--- src/rtl/s7_lvds_pkg.sv ---
// s7_lvds_pkg: shared types and constants for the s7_lvds_tx serializer.
// Latency: n/a (declarations only).
// Backpressure: n/a.
package s7_lvds_pkg;

  typedef enum logic {
    IDLE = 1'b0,
    RUN  = 1'b1
  } state_t;

  // pattern_sel encodings (only meaningful with S7_LVDS_TX_PATTERN_EN)
  localparam logic [1:0] PAT_DATA = 2'd0;
  localparam logic [1:0] PAT_RAMP = 2'd1;
  localparam logic [1:0] PAT_ALT  = 2'd2;
  localparam logic [1:0] PAT_ONES = 2'd3;

  // word sent on every lane when no sample is offered at a load slot
  localparam logic [7:0] IDLE_WORD_DEF = 8'hA5;

endpackage

--- src/rtl/s7_lvds_tx_if.sv ---
// s7_lvds_tx_if: parallel sample-word handshake into the serializer.
// Latency: n/a (wires only).
// Backpressure: s_ready is driven by the serializer; a word moves when s_valid && s_ready.
// Ports: s_data (lane k at [k*BITS +: BITS]), s_valid, s_ready.
interface s7_lvds_tx_if #(
  parameter int N_LANES = 2,
  parameter int BITS    = 8
);
  logic [N_LANES*BITS-1:0] s_data;
  logic                    s_valid;
  logic                    s_ready;

  modport master (output s_data, output s_valid, input s_ready);
  modport slave  (input s_data, input s_valid, output s_ready);
endinterface

--- src/rtl/s7_lvds_tx_lane.sv ---
// s7_lvds_tx_lane: one lane's BITS-wide load/shift register, MSB first.
// Latency: a loaded word's MSB is on msb the cycle after load.
// Backpressure: none; load wins over shift.
// Ports: clk, rst_n (async active low), load, shift, word (parallel in), msb (serial out).
module s7_lvds_tx_lane #(
  parameter int BITS = 8
) (
  input  logic            clk,
  input  logic            rst_n,
  input  logic            load,
  input  logic            shift,
  input  logic [BITS-1:0] word,
  output logic            msb
);

  logic [BITS-1:0] sr;

  always_ff @(posedge clk or negedge rst_n) begin
    if (!rst_n) begin
      sr <= '0;
    end else if (load) begin
      sr <= word;
    end else if (shift) begin
      sr <= {sr[BITS-2:0], 1'b0};
    end
  end

  assign msb = sr[BITS-1];

endmodule

--- src/rtl/s7_lvds_tx.sv ---
// s7_lvds_tx: fabric serializer emulating a multi-lane LVDS ADC output (dco, fr, lanes).
// Latency: a word accepted in cycle t shows its MSB at t+1 and its LSB at t+BITS.
// Backpressure: s_ready is a fixed once-per-word load slot; a missing word becomes IDLE_WORD.
// Ports: sys_clk, sys_rst_n (async active low), enable (run request), s_if (slave word
//   handshake), tx_slip (one-bit frame slip pulse), dco (bit clock), fr (frame marker),
//   lane_out (serial lanes), busy (in RUN), underflow_cnt (saturating IDLE_WORD count).
// Optional: macro S7_LVDS_TX_PATTERN_EN adds pattern_sel (ramp / 0x55-0xAA / all ones).
module s7_lvds_tx
  import s7_lvds_pkg::*;
#(
  parameter int              N_LANES   = 2,
  parameter int              BITS      = 8,
  parameter logic [BITS-1:0] IDLE_WORD = BITS'(IDLE_WORD_DEF),
  parameter int              CNT_W     = 16
) (
  input  logic               sys_clk,
  input  logic               sys_rst_n,
  input  logic               enable,
  s7_lvds_tx_if.slave        s_if,
  input  logic               tx_slip,
`ifdef S7_LVDS_TX_PATTERN_EN
  input  logic [1:0]         pattern_sel,
`endif
  output logic               dco,
  output logic               fr,
  output logic [N_LANES-1:0] lane_out,
  output logic               busy,
  output logic [CNT_W-1:0]   underflow_cnt
);

  localparam int            CW   = $clog2(BITS);
  localparam logic [CW-1:0] LAST = CW'(BITS - 1);
  localparam logic [CW-1:0] HALF = CW'(BITS / 2);

  state_t          state, state_n;
  logic [CW-1:0]   cnt, cnt_n, cnt_inc;
  logic            dco_n, fr_n;
  logic            slip_pend, slip_pend_n;
  logic            last_bit, slip_hold, load_slot, shift;
  logic            take_input;
  logic [BITS-1:0] lane_word [N_LANES];

  // cnt is the index of the bit currently on lane_out.
  assign last_bit  = (state == RUN) && (cnt == LAST);
  // The LSB stays on the lanes one extra cycle; the load slot moves one cycle later.
  assign slip_hold = last_bit && slip_pend;
  // Gated by reset so no handshake is offered while the block is held in reset.
  assign load_slot = sys_rst_n && enable && ((state == IDLE) || (last_bit && !slip_hold));
  assign cnt_inc   = cnt + CW'(1);
  assign busy      = (state == RUN);

`ifdef S7_LVDS_TX_PATTERN_EN
  logic [BITS-1:0] ramp;
  logic            alt_hi;
  logic [BITS-1:0] pat_word;

  assign take_input = (pattern_sel == PAT_DATA);

  always_comb begin
    pat_word = '1;
    case (pattern_sel)
      PAT_RAMP: pat_word = ramp;
      PAT_ALT:  pat_word = alt_hi ? {(BITS/2){2'b10}} : {(BITS/2){2'b01}};
      default:  pat_word = '1;
    endcase
  end

  // Pattern state advances only on words of its own pattern.
  always_ff @(posedge sys_clk or negedge sys_rst_n) begin
    if (!sys_rst_n) begin
      ramp   <= '0;
      alt_hi <= 1'b0;
    end else if (load_slot) begin
      if (pattern_sel == PAT_RAMP) ramp <= ramp + BITS'(1);
      if (pattern_sel == PAT_ALT)  alt_hi <= !alt_hi;
    end
  end
`else
  assign take_input = 1'b1;
`endif

  assign s_if.s_ready = load_slot && take_input;

  always_comb begin
    for (int k = 0; k < N_LANES; k++) begin
      lane_word[k] = s_if.s_valid ? s_if.s_data[k*BITS +: BITS] : IDLE_WORD;
`ifdef S7_LVDS_TX_PATTERN_EN
      if (!take_input) lane_word[k] = pat_word;
`endif
    end
  end

  // Next-state and output logic.
  always_comb begin
    state_n     = state;
    cnt_n       = cnt;
    dco_n       = dco;
    fr_n        = fr;
    shift       = 1'b0;
    slip_pend_n = slip_pend | tx_slip;
    if (slip_hold) begin
      // Frozen cycle: outputs and cnt hold, the pending slip is consumed, new pulses dropped.
      slip_pend_n = 1'b0;
    end else if (load_slot) begin
      state_n = RUN;
      cnt_n   = '0;
      dco_n   = 1'b1;
      fr_n    = 1'b1;
    end else if (state == RUN) begin
      shift = 1'b1;
      if (last_bit) begin
        state_n = IDLE;
        cnt_n   = '0;
        dco_n   = 1'b0;
        fr_n    = 1'b0;
      end else begin
        cnt_n = cnt_inc;
        dco_n = !dco;
        fr_n  = (cnt_inc < HALF);
      end
    end
  end

  always_ff @(posedge sys_clk or negedge sys_rst_n) begin
    if (!sys_rst_n) begin
      state     <= IDLE;
      cnt       <= '0;
      dco       <= 1'b0;
      fr        <= 1'b0;
      slip_pend <= 1'b0;
    end else begin
      state     <= state_n;
      cnt       <= cnt_n;
      dco       <= dco_n;
      fr        <= fr_n;
      slip_pend <= slip_pend_n;
    end
  end

  always_ff @(posedge sys_clk or negedge sys_rst_n) begin
    if (!sys_rst_n) begin
      underflow_cnt <= '0;
    end else if (load_slot && take_input && !s_if.s_valid && (underflow_cnt != '1)) begin
      underflow_cnt <= underflow_cnt + CNT_W'(1);
    end
  end

  for (genvar k = 0; k < N_LANES; k++) begin : g_lane
    s7_lvds_tx_lane #(.BITS(BITS)) u_lane (
      .clk   (sys_clk),
      .rst_n (sys_rst_n),
      .load  (load_slot),
      .shift (shift),
      .word  (lane_word[k]),
      .msb   (lane_out[k])
    );
  end

endmodule

--- src/flat_wrapper.sv ---
// flat-port wrapper written by rule: the top's interface ports become plain ports
module s7_lvds_tx_flat import s7_lvds_pkg::*;
#(
  parameter int              N_LANES   = 2,
  parameter int              BITS      = 8,
  parameter logic [BITS-1:0] IDLE_WORD = BITS'(IDLE_WORD_DEF),
  parameter int              CNT_W     = 16
)
  (sys_clk, sys_rst_n, enable, tx_slip, dco, fr, lane_out, busy, underflow_cnt, s_if_s_data, s_if_s_valid, s_if_s_ready);
  s7_lvds_tx_if #(.N_LANES(N_LANES), .BITS(BITS)) s_if_i ();
  input  logic sys_clk;
  input  logic sys_rst_n;
  input  logic enable;
  input  logic tx_slip;
  output logic dco;
  output logic fr;
  output logic [N_LANES-1:0] lane_out;
  output logic busy;
  output logic [CNT_W-1:0] underflow_cnt;
  input wire logic [$bits(s_if_i.s_data)-1:0] s_if_s_data;
  input wire logic [$bits(s_if_i.s_valid)-1:0] s_if_s_valid;
  output wire logic [$bits(s_if_i.s_ready)-1:0] s_if_s_ready;
  assign s_if_i.s_data = s_if_s_data;
  assign s_if_i.s_valid = s_if_s_valid;
  assign s_if_s_ready = s_if_i.s_ready;
  s7_lvds_tx #(.N_LANES(N_LANES), .BITS(BITS), .IDLE_WORD(IDLE_WORD), .CNT_W(CNT_W)) u_core (.sys_clk(sys_clk), .sys_rst_n(sys_rst_n), .enable(enable), .s_if(s_if_i), .tx_slip(tx_slip), .dco(dco), .fr(fr), .lane_out(lane_out), .busy(busy), .underflow_cnt(underflow_cnt));
endmodule
--- config.mk ---
export PLATFORM = sky130hd
export DESIGN_NAME = s7_lvds_tx_flat
export DESIGN_NICKNAME = d
export VERILOG_FILES = /design/src/rtl/s7_lvds_pkg.sv /design/src/rtl/s7_lvds_tx_if.sv /design/src/rtl/s7_lvds_tx_lane.sv /design/src/rtl/s7_lvds_tx.sv /design/src/flat_wrapper.sv
export SDC_FILE = /design/constraint.sdc
export NUM_CORES = 1
export LEC_CHECK = 0
export ABC_AREA = 0
export CAP_MARGIN = 40
export CORE_MARGIN = 2
export CORE_UTILIZATION = 54
export CTS_CLUSTER_SIZE = 10
export DETAILED_ROUTE_END_ITERATION = 10
export GPL_TIMING_DRIVEN = 0
export PLACE_DENSITY = 0.91
export SETUP_SLACK_MARGIN = 0.05
export SKIP_LAST_GASP = 1
export SLEW_MARGIN = 20
export SYNTH_ARGS = -nofsm -noshare
export SYNTH_HDL_FRONTEND = slang
export SYNTH_SLANG_ARGS = --single-unit
--- constraint.sdc ---
create_clock -name sys_clk -period 2.8 [get_ports sys_clk]
set_input_delay 0.56 -clock sys_clk [delete_from_list [all_inputs] [get_ports sys_clk]]
set_output_delay 0.56 -clock sys_clk [all_outputs]
set_load 0.03 [all_outputs]
**Yosys cells after proc, flatten, opt, wreduce, memory -nomap -nowiden**

Cells that the tools add are included.
Widths: inputs -> output; s select.

- Register bits after elaboration: 39
- Input port bits: 21
- Word-level logic and storage cells: 52

- Add/sub/neg operators: 2
- Magnitude comparators: 1
- Eq/ne operators: 2
- Multiplexer cells: 22
- Bitwise operators: 3
- Reductions and logical operators: 14

Operators by type and width:

| cell | count |
|---|---|
| $mux 8 | 6 |
| $add 16x1->16 const B | 1 |
| $ne 16x16->1 const B | 1 |
| $mux 1 | 13 |
| $mux 3 | 3 |
| $logic_and 1x1->1 | 7 |
| $reduce_bool 2->1 | 2 |
| $add 3x1->3 const B | 1 |
| $eq 3x3->1 const B | 1 |
| $logic_not 1->1 | 3 |
| $lt 3x3->1 const B | 1 |
| $not 1->1 | 2 |
| $reduce_and 2->1 | 1 |
| $logic_or 1x1->1 | 1 |
| $or 1x1->1 | 1 |

**Logic depth before layout (Yosys ltp)**

Gate-level depths: netlist of the first run.

- Depth in word-level cells: 11
- Mapped depth: 8

**Hierarchy**

Synthesis of the first run repeated with hierarchy kept, for this count alone.

- Cells, all modules: 203
- Area total of the unflattened synthesis: 2160.8 µm²

By module, submodules not included:

| module | times used | cells an instance | area an instance (µm²) | sequential area each (µm²) |
|---|---|---|---|---|
| s7_lvds_tx | 1 | 135 | 1422.6 | 575.6 |
| s7_lvds_tx_lane | 2 | 34 | 369.1 | 200.2 |

**Least setup slack after synthesis of the first run**

OpenSTA, ideal clock, no wires.

- Path type: register to register
- Start: reg u_core.underflow_cnt[0]
- End: reg u_core.underflow_cnt[14]
- Arrival time: 1.846 ns
- Data required time: 2.674 ns
- Path slack: 0.827 ns
- Cell stages (with the launch flop): 6
- Clock period less this slack: 1.973 ns
- Cell sequence: dfrtp_1 ha_1 nand3_1 a2111oi_4 nand3_2 o32a_1

- Word-level cells in the longest chain between the ends: 2
- Elaborated cells on any way between the ends: 3

Ends and longest elaborated chain:

| element | RTL line | RTL |
|---|---|---|
| from (decl) | s7_lvds_tx.sv:28 | `output logic [CNT_W-1:0] underflow_cnt` |
| from (signal assigned) | s7_lvds_tx.sv:144 | `underflow_cnt <= underflow_cnt + CNT_W'(1);` |
| parallel branches: the longest is 2 deep, another holds $add 16x1->16 | n/a |  |

Parallel ways; which one is timed is not known.
A chain may end at the register's enable or synchronous reset.

**Worst setup path after layout of the first run**

- Start: in enable
- End: out s_if_s_ready

- Word-level cells in the longest chain between the ends: 2

Ends and longest elaborated chain:

| element | RTL line | RTL |
|---|---|---|
| from (decl) | flat_wrapper.sv:13 | `input logic enable;` |
| $logic_and 1x1->1 (2 in a row) | s7_lvds_tx.sv:48 | `assign load_slot = sys_rst_n && enable && ((state == IDLE) \|\| (last_bit && !slip_hold));` |
| to (decl) | flat_wrapper.sv:22 | `output wire logic [$bits(s_if_i.s_ready)-1:0] s_if_s_ready;` |

Every way passes these cells.

==> flow_metrics.env, run 1 <==
export IMPL_outcome="complete, no violations"
export IMPL_rows=21
export IMPL_nFillCells=249
export IMPL_worst_slew_pin_transition_ns=0.694
export IMPL_cts_tree="built"
export IMPL_clk_pin_slew_ns=0.12
export IMPL_cts_made_buffers=5
export IMPL_clock_latency_ns=0.35
export IMPL_fin_crit_ns=2.55
export IMPL_grt_start_max_net_pins=33
export IMPL_placed_area_um2=2440
export IMPL_htreeDepth=2
export IMPL_fin_skew_ns=0.0116
export IMPL_synth_edf_count=0
export IMPL_worst_setup_path_type="in -> out"
export IMPL_dp_hpwl_um=2850
export IMPL_hold_viol=0
export IMPL_cts_resized=4
export IMPL_clock_sinks=39
export IMPL_max_freq_ghz=0.393
export IMPL_min_path_type="in -> async"
export IMPL_cp_data_required_time_ns=2.24
export IMPL_drive_gt1_share_pct=17.0
export IMPL_grt_pass1_wl_um=7260
export IMPL_synth_nets=197
export IMPL_firstDrtPassIters=5
export IMPL_overflow=0
export IMPL_antenna_found_initial=0
export IMPL_fp_coreArea_um2=3420
export IMPL_synthCells=173
export IMPL_syn2layout_area_growth_pct=29.7
export IMPL_yosysSeqAreaShare_pct=50.0
export IMPL_maxCapViolations=0
export IMPL_power_density_nw_per_um2=765
export IMPL_yosys_warnings=0
export IMPL_ys_flop_type="dfrtp_1"
export IMPL_antenna_left=0
export IMPL_dp_slack_ns=-0.230
export IMPL_path_cells="clkdlybuf4s50_1, nand2_1, a21o_2, inv_1, clkbuf_4, buf_2"
export IMPL_drcViolationCount=0
export IMPL_diodes=0
export IMPL_netlist_area_um2=1950
export IMPL_vias_per_cell=5.82
export IMPL_power_leakage_nw=1.16
export IMPL_synth_seq_cells=39
export IMPL_syn_area_per_cell_um2=11.3
export IMPL_tns_ns=0
export IMPL_cpPeakStageDelay_ns=0.58
export IMPL_ys_types=47
export IMPL_die_area_um2=4110
export IMPL_start_util_pct=57.2
export IMPL_final_util_pct=74.1
export IMPL_gp_congestion=0.776
export IMPL_fin_ws_ns=0.253
export IMPL_layout_nets=246
export IMPL_drv_slew=0
export IMPL_postRouteWirelength_um=4360
export IMPL_rsz0062_at_grt="no"
export IMPL_die_w_um=64.1
export IMPL_maxSlewHeadroom_pct=52.5
export IMPL_critPathLaunchType="primary input"
export IMPL_arrival_ns=1.99
export IMPL_pin_count=43
export IMPL_portBuffers=41
export IMPL_vdd_ir_drop_max_v=0.000470
export IMPL_drt_iter0_markers=112
export IMPL_synthArstFlopShare_pct=100
export IMPL_cts_hold_buf=0
export IMPL_post_drt_wl_per_cell_um=16.2
export IMPL_cts_setup_buffers=0
export IMPL_fin_crit_sh_pct=91.0
export IMPL_design_area_um2=2530
export IMPL_cp_slowest_cell="clkdlybuf4s50_1"
export IMPL_cp_end_kind="primary output"
export IMPL_vias=1565
export IMPL_groute_usage_overall_pct=22.7
export IMPL_setup_viol=0
export IMPL_die_y_um=64.1
export IMPL_cts_path_max_buffers=2
export IMPL_cts_root_buf="clkbuf_4"
export IMPL_first_global_vias=1446
export IMPL_worstPathMaxFanout=10
==> report_power, final <==
part | switching (mW) | leakage, nW | internal, mW
registers | 0.111 | 0.509 | 0.703
clock network | 0.196 | 0.0482 | 0.211
logic | 0.356 | 0.600 | 0.360
total | 0.664 | 1.16 | 1.27
==> kinds of logic after synthesis <==
| kind of cell | count (synthesis) | share of synthesized area (%) |
|---|---|---|
| AND/OR/NAND/NOR | 62 | 20.1 |
| AO/OA/AOI/OAI | 40 | 17.2 |
| flip-flops | 39 | 50.0 |
| buffers and inverters | 14 | 3.65 |
| XOR/XNOR | 12 | 5.38 |
| multiplexers | 3 | 1.73 |
| adder cells (fa/ha/maj) | 3 | 1.92 |
==> synthesized netlist by cell type (3+ instances only) <==
master / number / area (um2)
a21oi_1: 8 / 40.0
a221o_1: 8 / 80.1
and3_1: 5 / 31.3
buf_2: 3 / 15.0
dfrtp_1: 39 / 976
ha_1: 3 / 37.5
inv_1: 5 / 18.8
mux2_2: 3 / 33.8
nand2_1: 22 / 82.6
nand3_1: 4 / 20.0
nand4_1: 7 / 43.8
o21ai_0: 7 / 35.0
o221a_2: 6 / 67.6
xnor2_1: 4 / 35.0
xor2_1: 8 / 70.1
==> final timing paths <==
path                                         start                             to  slack [ns]  cells past startpoint
setup / recovery                            enable                   s_if_s_ready        0.25                      6
max in group asynchronous                sys_rst_n        u_core.underflow_cnt[9]        2.27                      2
setup reg to reg           u_core.underflow_cnt[0]       u_core.underflow_cnt[14]        0.76                      5
hold reg to reg                          u_core.fr                      u_core.fr        0.49                      2
hold / removal                           sys_rst_n  u_core.g_lane[1].u_lane.sr[4]        0.06                      1
min in group sys_clk                     u_core.fr                      u_core.fr        0.49                      2
==> through the flow <==
step	total power, mW	instances	hold slack, ns
after floorplan	1.28	173	0.264
after global placement	1.49	260	0.459
after detailed placement	1.52	261	0.456
after CTS	1.92	269	0.0613
after global routing	2.05	269	0.0683
final	1.94	269	0.0636
==> worst max-delay path, delay by kind of cell <==
kind | cells | cell delay (ns)
AOI/OAI and AO/OA | 1 | 0.21
and+or+nand+nor | 1 | 0.11
buffers and inverters | 4 | 1.11
==> registers in the layout, summed over array words and instances, names as in the netlist <==
name / flops
u_core.fr: 1
u_core.busy: 1
u_core.slip_pend: 1
u_core.g_lane.u_lane.sr: 16
u_core.cnt: 3
u_core.underflow_cnt: 16
u_core.dco: 1
==> layer usage <==
metal	wire length [um]	part of all wire [%]	GRT usage [%]
met1	2060	47	33.8
met2	1980	45	32.6
met3	247	5.7	5.81
met4	75	1.7	7.71
met5	0	0	0
==> layout make-up <==
class,count,area [um2],share of cell area [%]
sequential,39,976,38.5
tap,46,57.6,2.27
multi-input combinational,120,918,36.3
clock buffer,6,51.3,2.03
clock inverter,2,35.0,1.38
buffer,9,55.1,2.17
timing repair buffer,42,420,16.6
inverter,5,18.8,0.741
==> cell usage in the layout, fill, tap and decap left out, types with 6 or more instances in the layout <==
cell type and n:
clkdlybuf4s50_1 39, dfrtp_1 39, nand2_1 22, a21oi_1 8, xor2_1 8, a221o_1 8, nand4_1 7, o21ai_0 7
clkbuf_4 6, o221a_2 6
No activity file was read; power rests on OpenSTA's default activity.
==> run 2, diff against run 1 <==
--- a/config.mk
+++ b/config.mk
@@ -5,11 +5,11 @@
 export SDC_FILE = /design/constraint.sdc
 export NUM_CORES = 1
 export LEC_CHECK = 0
-export ABC_AREA = 0
 export CAP_MARGIN = 40
 export CORE_MARGIN = 2
 export CORE_UTILIZATION = 54
-export CTS_CLUSTER_SIZE = 10
+export CTS_CLUSTER_DIAMETER = 200
+export CTS_CLUSTER_SIZE = 28
 export DETAILED_ROUTE_END_ITERATION = 10
 export GPL_TIMING_DRIVEN = 0
 export PLACE_DENSITY = 0.91
==> results of run 2 <==
Final layout, timing and power as in run 1 (identical DEF).
